<file path="src/rtl/bp_pkg.sv">
// Shared definitions for the branch predictor: counter encodings, controller
// states, the saturating counter update and the statistics width.
package bp_pkg;

    localparam logic [1:0] CNT_SNT = 2'b00;
    localparam logic [1:0] CNT_WNT = 2'b01;
    localparam logic [1:0] CNT_WT  = 2'b10;
    localparam logic [1:0] CNT_ST  = 2'b11;

    localparam int STAT_W = 16;

    typedef enum logic {
        ST_INIT,
        ST_RUN
    } bp_state_e;

    function automatic logic [1:0] sat_update(input logic [1:0] cnt, input logic taken);
        if (taken) begin
            return (cnt == CNT_ST) ? CNT_ST : cnt + 2'd1;
        end
        return (cnt == CNT_SNT) ? CNT_SNT : cnt - 2'd1;
    endfunction

endpackage

</file>
<file path="src/rtl/bp_counter_table.sv">
// Table of 2-bit saturating counters: one asynchronous lookup port and one
// write port that either loads WNT (init walk) or applies a training update.
module bp_counter_table
    import bp_pkg::*;
#(
    parameter int IDX_W = 4
) (
    input  logic             clk,
    input  logic             wr_en,
    input  logic             wr_load,
    input  logic [IDX_W-1:0] wr_idx,
    input  logic             wr_taken,
    input  logic [IDX_W-1:0] rd_idx,
    output logic [1:0]       rd_cnt
);

    localparam int DEPTH = 1 << IDX_W;

    logic [1:0] table_q [DEPTH];
    logic [1:0] table_d [DEPTH];

    always_comb begin
        table_d = table_q;
        if (wr_en) begin
            table_d[wr_idx] = wr_load ? CNT_WNT : sat_update(table_q[wr_idx], wr_taken);
        end
    end

    // Contents are made valid by the controller's init walk, not by reset.
    always_ff @(posedge clk) begin
        table_q <= table_d;
    end

    assign rd_cnt = table_q[rd_idx];

endmodule

</file>
<file path="src/rtl/branch_pred_ctrl.sv">
// Branch prediction controller: INIT/RUN FSM, table init walk, flush/redirect.
// Optional statistics counters are built when BP_STATS_EN is defined.
module branch_pred_ctrl
    import bp_pkg::*;
#(
    parameter int PC_W  = 32,
    parameter int IDX_W = 4
) (
    input  logic            clk,
    input  logic            rst,
    input  logic            if_valid,
    input  logic            if_is_branch,
    input  logic [PC_W-1:0] if_pc,
    output logic            pred_taken,
    output logic            busy,
    input  logic            res_valid,
    input  logic [PC_W-1:0] res_pc,
    input  logic            res_taken,
    input  logic            res_pred_taken,
    output logic            flush,
    output logic            redirect_taken
`ifdef BP_STATS_EN
    ,
    output logic [STAT_W-1:0] stat_branches,
    output logic [STAT_W-1:0] stat_mispred
`endif
);

    bp_state_e        state_q, state_d;
    logic [IDX_W-1:0] walk_q, walk_d;

    logic             tbl_wr_en;
    logic             tbl_wr_load;
    logic [IDX_W-1:0] tbl_wr_idx;
    logic [1:0]       rd_cnt;
    logic             run_ok;

    logic [IDX_W-1:0] if_idx;
    logic [IDX_W-1:0] res_idx;
    logic             unused_pc_bits;

    assign if_idx  = if_pc[IDX_W+1:2];
    assign res_idx = res_pc[IDX_W+1:2];
    assign unused_pc_bits = ^{if_pc[PC_W-1:IDX_W+2], if_pc[1:0],
                              res_pc[PC_W-1:IDX_W+2], res_pc[1:0]};

    // Updates arriving while rst is high are dropped.
    always_comb begin
        state_d     = state_q;
        walk_d      = walk_q;
        tbl_wr_en   = 1'b0;
        tbl_wr_load = 1'b0;
        tbl_wr_idx  = walk_q;
        run_ok      = 1'b0;
        if (!rst) begin
            case (state_q)
                ST_INIT: begin
                    tbl_wr_en   = 1'b1;
                    tbl_wr_load = 1'b1;
                    walk_d      = walk_q + 1'b1;
                    if (walk_q == {IDX_W{1'b1}}) begin
                        state_d = ST_RUN;
                    end
                end
                ST_RUN: begin
                    run_ok = 1'b1;
                    if (res_valid) begin
                        tbl_wr_en  = 1'b1;
                        tbl_wr_idx = res_idx;
                    end
                end
                default: state_d = ST_INIT;
            endcase
        end
    end

    always_ff @(posedge clk) begin
        if (rst) begin
            state_q <= ST_INIT;
            walk_q  <= '0;
        end else begin
            state_q <= state_d;
            walk_q  <= walk_d;
        end
    end

    bp_counter_table #(
        .IDX_W(IDX_W)
    ) u_table (
        .clk      (clk),
        .wr_en    (tbl_wr_en),
        .wr_load  (tbl_wr_load),
        .wr_idx   (tbl_wr_idx),
        .wr_taken (res_taken),
        .rd_idx   (if_idx),
        .rd_cnt   (rd_cnt)
    );

    assign busy           = rst | (state_q == ST_INIT);
    assign pred_taken     = run_ok & if_valid & if_is_branch & rd_cnt[1];
    assign flush          = run_ok & res_valid & (res_taken != res_pred_taken);
    assign redirect_taken = flush & res_taken;

`ifdef BP_STATS_EN
    logic [STAT_W-1:0] stat_branches_q, stat_branches_d;
    logic [STAT_W-1:0] stat_mispred_q, stat_mispred_d;

    always_comb begin
        stat_branches_d = stat_branches_q;
        stat_mispred_d  = stat_mispred_q;
        if (run_ok && res_valid && stat_branches_q != {STAT_W{1'b1}}) begin
            stat_branches_d = stat_branches_q + 1'b1;
        end
        if (flush && stat_mispred_q != {STAT_W{1'b1}}) begin
            stat_mispred_d = stat_mispred_q + 1'b1;
        end
    end

    always_ff @(posedge clk) begin
        if (rst) begin
            stat_branches_q <= '0;
            stat_mispred_q  <= '0;
        end else begin
            stat_branches_q <= stat_branches_d;
            stat_mispred_q  <= stat_mispred_d;
        end
    end

    assign stat_branches = rst ? '0 : stat_branches_q;
    assign stat_mispred  = rst ? '0 : stat_mispred_q;
`endif

endmodule

</file>
<file path="config.mk">
export PLATFORM = sky130hd
export DESIGN_NAME = branch_pred_ctrl
export DESIGN_NICKNAME = d
export VERILOG_FILES = /design/src/rtl/bp_pkg.sv /design/src/rtl/bp_counter_table.sv /design/src/rtl/branch_pred_ctrl.sv
export SDC_FILE = /design/constraint.sdc
export NUM_CORES = 1
export LEC_CHECK = 0
export ABC_CLOCK_PERIOD_IN_PS = 5580
export BUFFER_PORTS_ARGS = -buffer_cell sky130_fd_sc_hd__buf_4
export CAP_MARGIN = 20
export CORE_MARGIN = 2
export CORE_UTILIZATION = 35
export DETAILED_ROUTE_END_ITERATION = 7
export GPL_ROUTABILITY_DRIVEN = 0
export RECOVER_POWER = 100
export SLEW_MARGIN = 20
export SYNTH_ARGS = -nofsm -noshare
export SYNTH_HDL_FRONTEND = slang
export SYNTH_SLANG_ARGS = --single-unit
export TNS_END_PERCENT = 1
</file>
<file path="constraint.sdc">
create_clock -name clk -period 5.58 [get_ports clk]
set_input_delay 0.837 -clock clk [delete_from_list [all_inputs] [get_ports clk]]
set_output_delay 0.837 -clock clk [all_outputs]
set_load 0.01 [all_outputs]
</file>
# Word level (Yosys, flattened, before mapping)
# Index checks and enable logic that the tools add are counted.
# W data, S select, Z words.
[word_totals]
ff_bits = 37
input_bits = 71
[classes]
add_sub_neg = 3
n_lt_le_gt_ge = 3
eq_ne = 3
mux = 29
n_bitwise = 10
reduce_logical = 2
[ops]
columns = ["operator", "n"]
rows = [
  ["$bwmux W32", 1],
  ["$mux W2", 11],
  ["$bmux W2 S4", 2],
  ["$mux W4", 3],
  ["$ge A5 B5 Y1 const B", 2],
  ["$mux W1", 10],
  ["$not A4 Y5", 2],
  ["$demux W2 S4", 1],
  ["$and A1 B1 Y1", 6],
  ["$lt A5 B1 Y1 const B", 1],
  ["$add A4 B1 Y4 const B", 1],
  ["$eq A4 B4 Y1 const B", 1],
  ["$add A2 B1 Y2 const B", 1],
  ["$eq A2 B2 Y1 const B", 1],
  ["$logic_not A2 Y1", 1],
  ["$pmux W1 S2", 1],
  ["$sub A2 B1 Y2 const B", 1],
  ["$logic_and A1 B1 Y1", 1],
  ["$ne A1 B1 Y1", 1],
  ["$not A1 Y1", 1],
  ["$or A1 B1 Y1", 1],
]

# Logic depth before layout (Yosys ltp)
# Gate-level depths: netlist of the first run.
[logic_depth]
word_depth = 14
mapped_depth = 7
ltp_nobuf = 5

# Modules after synthesis
# A second synthesis of the first run with hierarchy kept.
[unflattened]
cells_unflattened = 136
hier_area_um2 = 2001.9
[by_module_without_submodules]
columns = ["module", "n_inst", "cells_per_inst", "area_each_um2", "seq_area_each_um2"]
rows = [
  ["bp_counter_table", 1, 101, 1661.6, 960.9],
  ["branch_pred_ctrl", 1, 35, 340.3, 100.1],
]

# Least setup slack after synthesis of the first run
# Ideal clock, no wire load.
[synth_path]
path_type = "in2reg"
start = "in rst"
end = "reg u_table.table_q[11] (netlist name), data pin"
setup_time_ns = 0.327
t_arrival_ns = 2.916
setup_slack_ns = 2.337
path_stages = 6
path_buffers = 1
path_cell_list = "and3b_1 > buf_6 > mux2_4 > mux2_4 > or3_1 > a2111oi_2"
[synth_between]
elab_chain_cells = 12
word_cells_on_any_way = 22
cone_classes = "add/sub: 2; order compare: 2; eq/ne: 1; mux: 14; bitwise: 1; reduce/logical: 2"
[synth_rtl]
columns = ["item", "line", "rtl"]
rows = [
  ["from (decl)", "branch_pred_ctrl.sv:10", "input logic rst,"],
  ["$mux W4", "branch_pred_ctrl.sv:55", "if (!rst) begin"],
  ["$not A4 Y5", "bp_counter_table.sv:25", "table_d[wr_idx] = wr_load ? CNT_WNT : sat_update(table_q[wr_idx], wr_taken);"],
  ["$bmux W2 S4", "bp_counter_table.sv:25", ""],
  ["$mux W2 (not written as such) (2 in series)", "bp_counter_table.sv:25", ""],
  ["$add A2 B1 Y2 / $eq A2 B2 Y1 (equally long branches)", "bp_pkg.sv:19", "return (cnt == CNT_ST) ? CNT_ST : cnt + 2'd1;"],
  ["$mux W2", "bp_pkg.sv:19", ""],
  ["$mux W2", "bp_pkg.sv:18", "if (taken) begin"],
  ["$mux W2", "bp_pkg.sv:21", "return (cnt == CNT_SNT) ? CNT_SNT : cnt - 2'd1;"],
  ["$mux W2", "bp_counter_table.sv:24", "if (wr_en) begin"],
  ["$mux W2", "bp_counter_table.sv:25", ""],
  ["$bwmux W32 (*)", "bp_counter_table.sv:25", ""],
  ["to (signal assigned)", "bp_counter_table.sv:31", "table_q <= table_d;"],
  ["to (decl)", "bp_counter_table.sv:19", "logic [1:0] table_q [DEPTH];"],
]
# Every way passes the cells marked *; elsewhere a longest branch is shown, timed or not. The select of a mux whose other input is x is not followed.
# A chain may end at the register's enable or synchronous reset.

# Worst setup path after layout of the first run
[layout_path]
start = "in rst"
end = "reg u_table.table_q[22] (netlist name), data pin"
# The elaborated chain is that of the path after synthesis.

==> impl_metrics.csv, run 1 <==
group,metric,value,unit
power_and_ir_drop,switchingPower,150.5,uW
global_routing,grt_pass1_wl,7438,um
route,wl_per_cell,18.60,um
timing,fin_crit_sh,71.92,%
global_routing,grtUsageMet2,26.53,%
yosys,syn_inst,159,
route,drt.antenna.violating_nets,0,
cts,cts_buffers,5,
worst_setup_path,cp-start-kind,"input port",
cts,cts_tree,"done",
floorplan,pin_count,75,
yosys,syn-cell-area,0.002157,sq mm
floorplan,start_util,36.22,%
global_routing,grt_max_degree,17,
timing,fin_ws,1.567,ns
worst_setup_path,cp-end-kind,"flip-flop",
yosys,synthTopCellsByArea,"edfxtp_1 (45%), mux4_2 (20%), dfxtp_1 (4.6%)",
route,vias,1481,
power_and_ir_drop,power-per-cell-area,264.5,mW/mm^2
placed_design,place_ws,1.493,ns
worst_setup_path,worstPathCellList,"clkbuf_1, and3b_1, mux2_1, a2111oi_0, nor3_1, o211ai_1, clkbuf_1",
cts,cts_resized,0,
worst_setup_path,slowest_stage,"a2111oi_0",
placed_design,hpwlAfterDp,3495,um
final_layout,seq_area,0.001061,sq mm
placed_design,io_buffers,18,
timing,finalHoldViolCount,0,
yosys,yosysMostFrequentCell,"edfxtp_1",
cts,h-tree-depth,2,
worst_setup_path,rrSetupSlack,1.77,ns
power_and_ir_drop,switching_share,23.55,%
yosys,synth_ff_type,"edfxtp_1",
power_and_ir_drop,leakagePower,0.0007691,uW
power_and_ir_drop,irDropWorstVdd,0.1293,mV
final_layout,final.fill_count,563,
route,routed_via_density,5.854,
yosys,mappedNetlistNets,231,
hold_path,hp-class,"reg -> reg",
global_routing,met3_usage,4.022,%
final_layout,multi_input_area,0.001022,sq mm
cts,cts_setup_buffers,0,
yosys,yosys.area.top_type,"edfxtp_1",
final_layout,final_cell_area,0.002415,sq mm
yosys,async_flop_share,0,%
global_routing,top_usage_layer,"met2",
power_and_ir_drop,p_comb_share,13.4,%
route,drtIter0Drc,98,
floorplan,dieHeight,82.51,um
worst_setup_path,worstPathMaxFanout,14,
timing,slew_violations,0,
cts,cts_sinks,37,
floorplan,core.rowCount,28,
yosys,ys_seq_area_share,49.19,%
power_and_ir_drop,p_int,488.4,uW
cts,cts_root_buf,"clkbuf_8",
timing,slew_headroom,31.34,%
floorplan,dieArea,0.006807,sq mm
global_routing,grt_pass1_vias,1513,
status,status,"finished clean",
yosys,synth_top_area_share,44.55,%
cts,clkLatencyLatePin,0.30,ns
timing,fmax,249.2,MHz
final_layout,n_antenna_cell,0,
yosys,ys_ff_latch,37,
final_layout,nets,249,
floorplan,core,0.005956,sq mm
timing,rsz0062_at_grt,"false",
worst_setup_path,cp.arrival,4.05,ns
route,finalWirelength,4707,um
cts,cts_hold_buf,0,
final_layout,drive_above_1_share,23.03,%
worst_setup_path,critPathTopFamily,"compound AO/OA/AOI/OAI gates",
yosys,syn_avg_cell_area,13.57,sq um
global_routing,grtUsageMet1,16.70,%
placed_design,dpl_cell_area,0.002335,sq mm
timing,tns,0,ns
power_and_ir_drop,clkPwrFrac,35.6,%
route,drc,0,
final_layout,syn2layout_area_growth,11.95,%
yosys,yosysWarnings,0,
worst_setup_path,cpPeakStageDelay,0.88,ns
timing,min_period,4.013,ns
cts,clockBufferDepth,2,
timing,worst_pin_slew,1.004,ns
worst_setup_path,crit_top_cell,"clkbuf_1",
yosys,synth_edf_count,32,
global_routing,antenna_found_initial,0,
worst_setup_path,required,5.62,ns
global_routing,grtUsageTotal,15.11,%
yosys,synth.distinct_cells,45,
timing,setup_violations,0,
global_routing,overflow,0,
cts,clkTransAtPathRegs,0.08,ns
floorplan,die_w,82.51,um
route,detail_route.first_pass.iterations,4,
worst_setup_path,critPathKind,"in -> reg",
job,maxCapViolations,0,
timing,fin_skew,0.009683,ns
worst_setup_path,path_buf_inv,2,
power_and_ir_drop,sequentialPowerShare,51.0,%
yosys,yosys-top-cells-count,"edfxtp_1 (32), nor2_1 (23), mux4_2 (19), nand2_1 (18)",
## state kept, by name (all words and copies together), names as in the netlist
signal	count
state_q	1
walk_q	4
u_table.table_q	32
## routing by layer
metal	part of all wire (%)	routed length, um
met3	6.1	286
met4	2.7	126
met2	51	2390
met1	40	1903
met5	0	0
## power by group through the flow
| stage | clock [uW] | sequential [uW] | combinational, uW |
|---|---|---|---|
| 3_5_place_dp | 0 | 331 | 90.0 |
| 2_1_floorplan | 0 | 324 | 67.0 |
| 6_report | 228 | 325 | 85.7 |
| 4_1_cts | 230 | 325 | 90.2 |
| 5_1_grt | 242 | 326 | 93.3 |
| 3_3_place_gp | 0 | 331 | 86.8 |
## worst min-delay path: stages (launching register included)
cell	delay, ns
dfxtp_1	0.38
a31oi_1	0.15
nor2_1	0.04
## cells by family after synthesis
family | synth area share, %
AO/OA/AOI/OAI | 6.671
XOR/XNOR | 1.624
adder cells (fa/ha/maj) | 0.5800
buffers and inverters | 2.900
flip-flops | 49.19
multiplexers | 25.29
AND/OR/NAND/NOR | 13.75
## path summary, 6_finish.rpt
path | start | to | cells after the start
max | rst | u_table.table_q[22] | 7
min | walk_q[2] | state_q | 2
max reg2reg | state_q | u_table.table_q[22] | 6
min reg2reg | walk_q[2] | state_q | 2
## per-stage QoR
stage	std cells	total power [uW]	hold slack, ns	utilization (%)
after floorplan	159	391.1	0.5534	-
after global placement	244	417.6	0.5847	39.20
after detailed placement	244	421.5	0.6008	39.20
after CTS	252	645.4	0.6096	41.05
after global routing	253	661.1	0.6474	40.55
final	253	638.8	0.6168	40.55
## cells in the final DEF (no fill, tap or decap), types with 2 or more instances in the layout
cell and count:
nand3_1 2, mux2i_1 5, nor2_1 23, nand2_1 18, nor3_1 2, a2111oi_0 3, xnor2_1 3, a31oi_1 2
nor2b_1 3, a211oi_1 2, clkbuf_1 7, buf_4 13, nand4_1 2, clkbuf_8 5, mux4_2 19, dfxtp_1 5
nand2b_1 2, edfxtp_1 32, o32ai_1 3, mux2_1 2
## cell type report
class | count | share of cell area (%)
sequential | 37 | 43.94
multi-input combinational | 112 | 42.33
timing repair buffer | 20 | 5.130
tap | 75 | 3.886
clock buffer | 5 | 2.850
clock inverter | 3 | 1.710
inverter | 1 | 0.1554
No activity file was read; power rests on OpenSTA's default activity.
==> run 2, diff against run 1 <==
- ABC_AREA: not set -> 1
- ABC_CLOCK_PERIOD_IN_PS: 5580 -> 3800
- clock period: 5.58 -> 3.8 ns (I/O delays scaled with it)
==> impl_metrics.csv, run 2 <==
group,metric,value,unit
status,status,"finished clean",
worst_setup_path,r2r-start,"state_q",
global_routing,grt_max_degree,20,
route,drc,0,
floorplan,core,0.005540,sq mm
timing,fin_crit_sh,81.72,%
final_layout,nets,327,
final_layout,largest_reg_flops,32,
cts,cts_setup_buffers,0,
floorplan,start_util,36.61,%
worst_setup_path,ff2ff_path_depth,11,
timing,fin_skew,0.006098,ns
job,maxCapViolations,0,
timing,rsz0062_at_grt,"false",
worst_setup_path,cp-start-kind,"flip-flop",
floorplan,die_w,80.13,um
route,routed_via_density,4.893,
timing,slew_violations,0,
worst_setup_path,cpPeakStageDelay,0.51,ns
placed_design,io_buffers,18,
placed_design,dpl_cell_area,0.002231,sq mm
cts,h-tree-depth,2,
yosys,mappedNetlistNets,304,
yosys,syn_inst,232,
yosys,synth_top_area_share,47.38,%
worst_setup_path,cp.arrival,3.00,ns
worst_setup_path,rrSetupSlack,0.69,ns
yosys,yosys-top-cells-count,"nand2_1 (49), edfxtp_1 (32), inv_1 (31), nor2_1 (30), nand3_1 (26)",
yosys,syn-cell-area,0.002028,sq mm
yosys,ys_seq_area_share,52.31,%
timing,min_period,3.105,ns
timing,fmax,322.0,MHz
worst_setup_path,critPathKind,"reg -> reg",
yosys,async_flop_share,0,%
floorplan,dieHeight,80.13,um
yosys,ys_ff_latch,37,
yosys,yosysWarnings,0,
worst_setup_path,cp-end-kind,"flip-flop",
worst_setup_path,worstPathMaxFanout,19,
cts,cts_sinks,37,
cts,clkLatencyLatePin,0.29,ns
cts,clkTransAtPathRegs,0.07,ns
worst_setup_path,crit_top_cell,"nand2_1",
route,drtIter0Drc,82,
final_layout,final_core_util,41.82,%
route,wl_per_cell,13.80,um
yosys,synth.distinct_cells,28,
final_layout,reg_top3,"u_table.table_q x32, walk_q x4, state_q x1",
global_routing,grtUsageTotal,15.38,%
route,detail_route.first_pass.iterations,4,
hold_path,hp-class,"in -> reg",
timing,fin_hold_ws,0.4839,ns
global_routing,antenna_found_initial,0,
timing,finalHoldViolCount,0,
cts,cts_tree,"done",
timing,slew_headroom,56.04,%
final_layout,drive_above_1_share,15.63,%
cts,clockBufferDepth,2,
timing,tns,0,ns
final_layout,layout.cells.most_common,"nand2_1",
hold_path,worstHoldStart,"rst",
power_and_ir_drop,irDropWorstVdd,0.1847,mV
route,vias,1605,
global_routing,grt_pass1_vias,1560,
power_and_ir_drop,leakagePower,0.0009591,uW
final_layout,final_cell_mix,"nand2_1 (50), edfxtp_1 (32), inv_1 (31), nor2_1 (31), nand3_1 (27)",
final_layout,syn2layout_area_growth,14.25,%
yosys,synth_ff_type,"edfxtp_1",
route,finalWirelength,4527,um
cts,cts_root_buf,"clkbuf_8",
cts,cts_hold_buf,0,
floorplan,pin_count,75,
hold_path,worstHoldPathCells,2,
yosys,synth_edf_count,32,
floorplan,core.rowCount,27,
placed_design,hpwlAfterDp,3299,um
final_layout,top_register,"u_table.table_q",
yosys,synthTopCellsByArea,"edfxtp_1 (47%), nand2_1 (9.1%), nand3_1 (6.4%)",
timing,worst_pin_slew,0.6575,ns
worst_setup_path,required,3.69,ns
power_and_ir_drop,power-per-cell-area,409.9,mW/mm^2
global_routing,grt_pass1_wl,7383,um
timing,setup_violations,0,
floorplan,dieArea,0.006420,sq mm
worst_setup_path,slowest_stage,"nand3_1",
worst_setup_path,worstReg2RegEnd,"u_table.table_q[30]",
yosys,yosysMostFrequentCell,"nand2_1",
global_routing,overflow,0,
hold_path,min_to,"walk_q[2]",
cts,cts_resized,0,
final_layout,n_antenna_cell,0,
yosys,syn_avg_cell_area,8.742,sq um
worst_setup_path,worstPathCellList,"nand3_1, nand2_1, nand2_4, nand2_1, nand3_1, nand3_1, nand2_1, nor2_2, nor2_1, nor2_1, nand2_1",
cts,cts_buffers,5,
final_layout,final_cell_area,0.002317,sq mm
yosys,yosys.area.top_type,"edfxtp_1",
route,drt.antenna.violating_nets,0,
## run 2: changes by cell type after synthesis, moves of 7 or more
cell / previous run / this run
nor2_1: 23 / 30
o21ai_0: 0 / 16
inv_1: 1 / 31
mux4_2: 19 / 0
nand2_1: 18 / 49
nand3_1: 2 / 26
## run 2: cell type report
type | instances | area, sq um
repair buffers | 19 | 127.6
inverters | 34 | 127.6
well taps | 72 | 90.09
flip-flops and latches | 37 | 1061
multi-input cells | 158 | 795.8
clock buffers | 5 | 68.82
fillers | 572 | 3223
clock inverters | 3 | 46.29
## run 2: metal layers
metal / vias up / share of wire, % / global-route usage (%)
li1: 813 / - / -
met1: 743 / 45 / 19.17
met2: 37 / 47 / 24.83
met3: 12 / 5.1 / 4.719
met4: 0 / 2.7 / 6.102
met5: - / 0 / 0
## run 2: worst max-delay path by stage
stage | from | endpoint | slack (ns)
5_1_grt | state_q | u_table.table_q[28] | 0.44
6_report | state_q | u_table.table_q[30] | 0.69
2_1_floorplan | rst | u_table.table_q[11] | 1.56
3_5_place_dp | rst | u_table.table_q[0] | 0.75
3_3_place_gp | rst | u_table.table_q[0] | 0.80
4_1_cts | state_q | u_table.table_q[28] | 1.04
## run 2: per-stage QoR
stage / power, uW / setup slack [ns] / cells
after floorplan: 569.6 / 1.564 / 232
after global placement: 616.2 / 0.8022 / 320
after detailed placement: 618.6 / 0.7545 / 320
after CTS: 960.8 / 1.038 / 328
after global routing: 988.2 / 0.4382 / 328
final: 949.9 / 0.6948 / 328
## run 2: critical path, delay by kind of cell, from the launching register on
family,cells,cell delay [ns]
flip-flops,1,0.45
AND/OR/NAND/NOR,11,2.24
## run 2: cells by family after synthesis
family                   Yosys count  share of synthesized area (%)
AND/OR/NAND/NOR                  121                          27.51
buffers and inverters             37                          7.772
flip-flops                        37                          52.31
AO/OA/AOI/OAI                     32                          9.809
multiplexers                       4                          1.974
adder cells (fa/ha/maj)            1                         0.6168
## run 2: power breakdown
part | total [uW] | internal (uW) | switching (uW)
Clock | 344 | 196 | 147
Sequential | 469 | 464 | 4.96
Combinational | 137 | 45.2 | 91.6
